==> src/rtl/sensor_ram_sched.sv <==
// sensor_ram_sched: arbitrates sensor frame bursts and host byte reads onto one RAM port
module sensor_ram_sched #(
    parameter logic [7:0] BANK1_BASE = 8'h10,
    parameter logic [7:0] STAT_ADDR  = 8'h20
) (
    input  logic         clk,
    input  logic         rst_n,
    input  logic         frame_req_i,
    input  logic [111:0] frame_data_i,
    output logic         frame_ack_o,
    output logic         frame_done_o,
    input  logic         host_req_i,
    input  logic [7:0]   host_addr_i,
    output logic         host_ack_o,
    output logic [7:0]   host_rdata_o,
    output logic [7:0]   ram_addr_o,
    output logic [7:0]   ram_wdata_o,
    output logic         ram_en_o,
    output logic         ram_wen_o,
    input  logic [7:0]   ram_rdata_i
);
    typedef enum logic [1:0] {IDLE, WR, RD_ADDR, RD_CAP} state_t;

    state_t         state_q, state_d;
    logic           bank_q, bank_d;
    logic [7:0]     seq_q, seq_d;
    logic           last_frame_q, last_frame_d;
    logic [4:0]     cnt_q, cnt_d;
    logic [111:0]   frame_q, frame_d;
    logic [7:0]     ram_addr_q, ram_addr_d;
    logic [7:0]     ram_wdata_q, ram_wdata_d;
    logic           ram_en_q, ram_en_d;
    logic           ram_wen_q, ram_wen_d;
    logic           done_q, done_d;
    logic [7:0]     rdata_q, rdata_d;
    logic           grant_f, grant_h;

    // Address and data of burst beat j: 16 frame-area bytes, then sequence and bank bytes
    function automatic logic [15:0] beat(input logic [4:0] j, input logic [111:0] f,
                                         input logic b, input logic [7:0] s);
        logic [7:0] base;
        base = b ? BANK1_BASE : 8'h00;
        if (j < 5'd16)
            beat = {base + {3'b000, j}, (j < 5'd14) ? f[{j, 3'b000} +: 8] : 8'h00};
        else
            beat = {STAT_ADDR + {7'b0, j[0]}, j[0] ? {7'b0, b} : s + 8'd1};
    endfunction

    // Frame wins on contention unless it was the last one served; nothing is granted in reset
    assign grant_f = rst_n && state_q == IDLE && frame_req_i && (!host_req_i || !last_frame_q);
    assign grant_h = rst_n && state_q == IDLE && host_req_i && !grant_f;

    assign frame_ack_o  = grant_f;
    assign frame_done_o = done_q;
    assign host_ack_o   = state_q == RD_CAP;
    assign host_rdata_o = host_ack_o ? ram_rdata_i : rdata_q;
    assign ram_addr_o   = ram_addr_q;
    assign ram_wdata_o  = ram_wdata_q;
    assign ram_en_o     = ram_en_q;
    assign ram_wen_o    = ram_wen_q;

    // Next-state logic; RAM controls are registered one cycle ahead of the beat they drive
    always_comb begin
        state_d      = state_q;
        bank_d       = bank_q;
        seq_d        = seq_q;
        last_frame_d = last_frame_q;
        cnt_d        = cnt_q;
        frame_d      = frame_q;
        ram_addr_d   = ram_addr_q;
        ram_wdata_d  = ram_wdata_q;
        ram_en_d     = 1'b0;
        ram_wen_d    = 1'b0;
        done_d       = 1'b0;
        rdata_d      = rdata_q;
        case (state_q)
            IDLE: begin
                if (grant_f) begin
                    frame_d                   = frame_data_i;
                    cnt_d                     = 5'd0;
                    {ram_addr_d, ram_wdata_d} = beat(5'd0, frame_data_i, bank_q, seq_q);
                    ram_en_d                  = 1'b1;
                    ram_wen_d                 = 1'b1;
                    last_frame_d              = 1'b1;
                    state_d                   = WR;
                end else if (grant_h) begin
                    ram_addr_d   = host_addr_i;
                    ram_en_d     = 1'b1;
                    last_frame_d = 1'b0;
                    state_d      = RD_ADDR;
                end
            end
            WR: begin
                if (cnt_q == 5'd17) begin
                    done_d  = 1'b1;
                    seq_d   = seq_q + 8'd1;
                    bank_d  = ~bank_q;
                    state_d = IDLE;
                end else begin
                    cnt_d                     = cnt_q + 5'd1;
                    {ram_addr_d, ram_wdata_d} = beat(cnt_q + 5'd1, frame_q, bank_q, seq_q);
                    ram_en_d                  = 1'b1;
                    ram_wen_d                 = 1'b1;
                end
            end
            RD_ADDR: state_d = RD_CAP;
            RD_CAP: begin
                rdata_d = ram_rdata_i;
                state_d = IDLE;
            end
            default: state_d = IDLE;
        endcase
    end

    // State registers; reset aborts any transaction at once
    always_ff @(posedge clk or negedge rst_n) begin
        if (!rst_n) begin
            state_q      <= IDLE;
            bank_q       <= 1'b0;
            seq_q        <= 8'h00;
            last_frame_q <= 1'b0;
            cnt_q        <= 5'd0;
            frame_q      <= '0;
            ram_addr_q   <= 8'h00;
            ram_wdata_q  <= 8'h00;
            ram_en_q     <= 1'b0;
            ram_wen_q    <= 1'b0;
            done_q       <= 1'b0;
            rdata_q      <= 8'h00;
        end else begin
            state_q      <= state_d;
            bank_q       <= bank_d;
            seq_q        <= seq_d;
            last_frame_q <= last_frame_d;
            cnt_q        <= cnt_d;
            frame_q      <= frame_d;
            ram_addr_q   <= ram_addr_d;
            ram_wdata_q  <= ram_wdata_d;
            ram_en_q     <= ram_en_d;
            ram_wen_q    <= ram_wen_d;
            done_q       <= done_d;
            rdata_q      <= rdata_d;
        end
    end
endmodule

==> config.mk <==
export PLATFORM = sky130hd
export DESIGN_NAME = sensor_ram_sched
export DESIGN_NICKNAME = d
export VERILOG_FILES = /design/src/rtl/sensor_ram_sched.sv
export SDC_FILE = /design/constraint.sdc
export NUM_CORES = 1
export LEC_CHECK = 0
export BUFFER_PORTS_ARGS = -buffer_cell sky130_fd_sc_hd__buf_2
export CAP_MARGIN = 20
export CORE_MARGIN = 4
export CORE_UTILIZATION = 40
export DETAILED_ROUTE_END_ITERATION = 10
export PLACE_DENSITY_LB_ADDON = 0.05
export SLEW_MARGIN = 5
export SYNTH_ARGS = -nofsm -noshare
export SYNTH_HDL_FRONTEND = slang
export SYNTH_SLANG_ARGS = --single-unit
==> constraint.sdc <==
create_clock -name clk -period 2.1 [get_ports clk]
set_clock_uncertainty 0.15 [all_clocks]
set_input_delay 0.21 -clock clk [delete_from_list [all_inputs] [get_ports clk]]
set_output_delay 0.21 -clock clk [all_outputs]
set_load 0.005 [all_outputs]
======== Word-level counts from Yosys, hierarchy flattened ========
Cells that the tools add are included.
operators by class
  bitwise gates (word level) .............. 1
  $add $sub $neg .......................... 4
  muxes and demuxes ....................... 29
  reduce and logical (&&, ||, !) cells .... 18
  shifts and indexed selects .............. 1
  magnitude comparators ................... 2
  eq/ne operators ......................... 8
operator list
  cell                   count
  $shiftx A112 B9 Y8     1
  $mux W8                8
  $pmux W8 S2            2
  $mux W15               1
  $mux W5                3
  $pmux W5 S2            1
  $add A8 B1 Y8 const B  1
  $mux W1                8
  $pmux W2 S4            1
  $reduce_and A2 Y1      4
  $add A6 B1 Y7 const A  1
  $add A5 B5 Y6          1
  $mux W2                3
  $ne A2 B2 Y1 const B   3
  $reduce_and A3 Y1      2
  $add A5 B1 Y5 const B  1
  $eq A5 B5 Y1 const B   1
  $logic_and A1 B1 Y1    5
  $lt A5 B4 Y1 const B   1
  $lt A5 B5 Y1 const B   1
  $eq A2 B2 Y1 const B   2
  $pmux W1 S2            2
  $reduce_bool A2 Y1     2
  $logic_not A1 Y1       3
  5 further kinds        5
storage, ports and cells
  word-level logic and storage cells ...... 75
  bits of input ports ..................... 132
  register bits after elaboration ......... 156

======== Depth between registers and ports, before layout ========
  depth in word-level cells ............... 9
  depth in mapped cells ................... 9
  gate-level depth less buffers ........... 8

======== Least setup slack after synthesis ========
No wires, ideal clock.
  kind .................................... register to register
  from .................................... register cnt_q[1]
  to ...................................... register ram_wdata_q[5] (netlist: ram_wdata_o[5])
  data required time ...................... 1868 ps
  cell stages (with the launch flop) ...... 9
  buffers on the path ..................... 2
  period minus slack after synthesis ...... 2043 ps
  data arrival time ....................... 1810 ps
  path slack .............................. 57 ps
  path through ............................ dfrtp_1 > inv_1 > ha_1 > buf_2 > clkbuf_1 > nor3_1 > nor4_2 > o221ai_1 > o22ai_1
on the way
  cells in the longest elaborated chain, start to end .. 6
RTL lines
  what                                                       line  text
  start: declaration                                         28    logic [4:0] cnt_q, cnt_d;
  start signal: assignment                                   135   cnt_q <= cnt_d;
  $add A5 B1 Y5                                              101   {ram_addr_d, ram_wdata_d} = beat(cnt_q + 5'd1, frame_q, bank_q, seq_q);
  $shiftx A112 B9 Y8 / $lt A5 B4 Y1 (equally long branches)  44    beat = {base + {3'b000, j}, (j < 5'd14) ? f[{j, 3'b000} +: 8] : 8'h00};
  $mux W8                                                    44
  $mux W15                                                   43    if (j < 5'd16)
  $mux W8                                                    94    if (cnt_q == 5'd17) begin
  $pmux W8 S2                                                76    case (state_q)
  end signal: assignment                                     138   ram_wdata_q <= ram_wdata_d;
  end: declaration                                           31    logic [7:0] ram_wdata_q, ram_wdata_d;
Parallel ways exist; a longest one is shown, timed or not. The select of a mux whose other input is x is not followed.
A chain may end at the register's enable or synchronous reset.

======== Worst setup path after layout ========
  from .................................... register cnt_q[0]
  to ...................................... register ram_wdata_q[7] (netlist: ram_wdata_o[7])
Same word-level chain as after synthesis.

==> out/metrics.yaml <==
vias_per_cell: 4.970
root_buffer: "clkbuf_16"
cts_buffer_depth: 2
fin_hold_ws_ps: 111.5
maxCapViolCount: 0
critical_path.top_delay_family: "compound AO/OA/AOI/OAI gates"
area_growth_pct: 50.41
syn_nets: 908
peakVddDrop_mv: 0.7373
die-area_mm2: 0.02053
tightest_slew_ps: 921.5
violations: "negative setup slack"
timing.final.ws_setup_ps: -79.14
wire_per_inst_um: 17.73
critPathBufInv: 1
whs_endpoint: "ram_addr_o[7]"
rows: 49
fin_crit_sh_pct: 103.8
rsz0062_at_grt: "yes"
gp_congestion: 0.8686
p_leak_uw: 0.005491
route.detailed.drc: 0
antenna_found_initial: 0
grt_max_degree: 157
synth-main-ff-cell: "dfrtp_1"
yosys_warnings: 0
setup_viol: 3
r2r-end: "ram_wdata_o[7]"
start_kind: "register"
diodes: 0
wl_mm: 23.80
relSlewSlack_pct: 38.56
vias: 6670
grt_pass1_wl_mm: 34.84
timing.fmax_mhz: 458.9
worstReg2RegStart: "cnt_q[0]"
status: "complete, but fails checks"
cts_tree: "built"
synth-async-reset-ratio_pct: 100.0
port_buffers: 160
final_nets: 1235
cp_cell_sequence: "ha_4 > buf_6 > a2111oi_1 > nor4_4 > nand4_1 > o311ai_1"
clk_pin_slew_ps: 60
slowest_stage: "a2111oi_1"
syn_area_mm2: 0.007322
drive_gt1_share_pct: 29.56
fillers: 1505
postRouteAntennaNets: 0
coreArea_mm2: 0.01796
finalHoldViolations: 0
grt_pass1_vias: 6827
hpwlAfterDp_mm: 14.29
die_x_um: 143.3
required_ps: 2240
clkPwrFrac_pct: 19.9
drt_iter0_drc: 418
pre_cts_ws_ps: -165.6
min_period_ps: 2179
reg2regPathDepth: 6
path_max_fanout: 6
cts.htree.levels: 4
cts_buffers: 17
switching_share_pct: 36.65
gr-total-overflow: 0
pwr-share-comb_pct: 47.1
synth_cell_types: 52
critical_path_class: "register to register"
synth_top_area_share_pct: 53.32
synth.area.top_cells: "dfrtp_1 53%, nand2_1 20%, mux4_2 7.4%"
powerDensity_mw_per_mm2: 1405
die_h_um: 143.3
netlist_instances: 773
holdCritStartpoint: "frame_req_i"
worst_skew_pair.late_latency_ps: 420
yosysSeqAreaShare_pct: 53.32
worstPathArrival_ps: 2320
endpoint_kind: "register"
synth.avg_cell_area_um2: 9.472
start_util_pct: 40.76
r2r_slack_ps: -80
p_sw_uw: 5673
synth_edf_count: 0
grt_usage_pct: 21.77
hp-class: "input port to register"
synth-seq-cells: 156
synth_top_area_cell: "dfrtp_1"
cp_slowest_stage_delay_ps: 650
ioPinCount: 161
internal_power_uw: 9806
hold-path-cell-count: 5
cts_sinks: 156
dr.pass1.iters: 5
seq_power_share_pct: 32.9
drv_slew: 0
-- flip-flops by register name, indices dropped and copies added (netlist names) --
signal,count
last_frame_q,1
ram_wen_o,1
frame_done_o,1
rdata_q,8
ram_addr_o,8
ram_en_o,1
seq_q,8
state_q,2
ram_wdata_o,8
bank_q,1
cnt_q,5
frame_q,112
-- power by group through the flow --
stage	combinational [uW]	sequential, uW	clock [uW]
global route	7970	5230	3280
detailed placement	6040	5110	0
global placement	5930	5080	0
CTS	6580	5090	3150
floorplan	3940	4870	0
finish	7300	5100	3090
-- cell usage in the layout (no fill, tap or decap), types with 5 or more instances in the layout --
master / Yosys / layout
and3_1: 9 / 6
buf_12: 0 / 8
buf_2: 21 / 158
buf_4: 4 / 37
buf_6: 5 / 13
clkbuf_16: 0 / 22
dfrtp_1: 156 / 154
dlygate4sd3_1: 0 / 129
inv_1: 8 / 6
inv_6: 1 / 5
mux2_2: 9 / 8
mux2i_1: 9 / 8
mux4_2: 24 / 24
nand2_1: 383 / 377
nand2_2: 0 / 6
nor2_1: 22 / 22
o21ai_0: 10 / 9
o21ai_1: 9 / 10
xnor2_1: 10 / 7
xor2_1: 9 / 8
-- metrics by stage --
stage | total power, uW | std cells | instance area [um^2] | TNS (ps) | utilization, %
final | 15480 | 1342 | 11010 | -173.7 | 61.31
after global routing | 16480 | 1342 | 11010 | -1405 | 61.31
after CTS | 14820 | 1330 | 10630 | -106.3 | 59.20
after detailed placement | 11160 | 1159 | 8587 | -228.5 | 47.80
after global placement | 11010 | 1159 | 8587 | -88.34 | 47.80
after floorplan | 8804 | 773 | 7322 | 0 | -
-- worst max path at each step --
stage	startpoint	to	slack, ps	cells past startpoint
3_3_place_gp	cnt_q[0]	ram_wdata_o[2]	-90	7
6_report	cnt_q[0]	ram_wdata_o[7]	-80	6
3_5_place_dp	cnt_q[0]	ram_wdata_o[2]	-170	7
5_1_grt	state_q[1]	frame_ack_o	-110	5
2_1_floorplan	cnt_q[1]	ram_wdata_o[5]	60	8
4_1_cts	state_q[0]	frame_ack_o	-60	5
-- metal layers --
layer / track usage (%) / vias to the layer above / part of all wire [%]
li1: - / 3193 / -
met1: 28.08 / 3265 / 43
met2: 37.66 / 185 / 51
met3: 4.426 / 27 / 4.7
met4: 5.847 / 0 / 1.6
met5: 0 / - / 0
-- kinds of logic after synthesis --
group,share of synthesized area [%]
and+or+nand+nor,23.79
DFF,53.32
AOI/OAI and AO/OA,5.930
buffers and inverters,3.964
muxes,9.997
xor gates and xnor gates,2.495
adders and majority gates,0.5127
-- worst register-to-register path: stages, from the launching register on --
cell       delay (ps)
dfrtp_2           480
ha_4              290
buf_6             140
a2111oi_1         650
nor4_4            100
nand4_1           140
o311ai_1          100
-- cell type report --
cell class,instances,area [um^2],area share [%]
inverters,10,45.04,0.4090
repair inverters,1,6.256,0.05681
repair buffers,352,2846,25.85
clock inverters,15,160.2,1.454
clock buffers,17,425.4,3.863
multi-input cells,562,3337,30.30
well taps,229,286.5,2.602
flip-flops and latches,156,3906,35.47
-- cell usage after synthesis, types with 9 or more instances --
cell type and number:
mux4_2 24, dfrtp_1 156, nor2_1 22, mux2i_1 9
o21ai_0 10, xnor2_1 10, and3_1 9, buf_2 21
o21ai_1 9, clkbuf_1 15, nand2_1 383, mux2_2 9
xor2_1 9
-- what timing repair did --
item                       in CTS  in global routing
setup buffers                   7                  6
gates resized for setup        13                 43
setup endpoints to repair      15                127
hold buffers                  129                  0
pin swaps                       3                 17
hold endpoints to repair      286                  0
gates cloned                    3                  9
No activity file was read; power rests on OpenSTA's default activity.
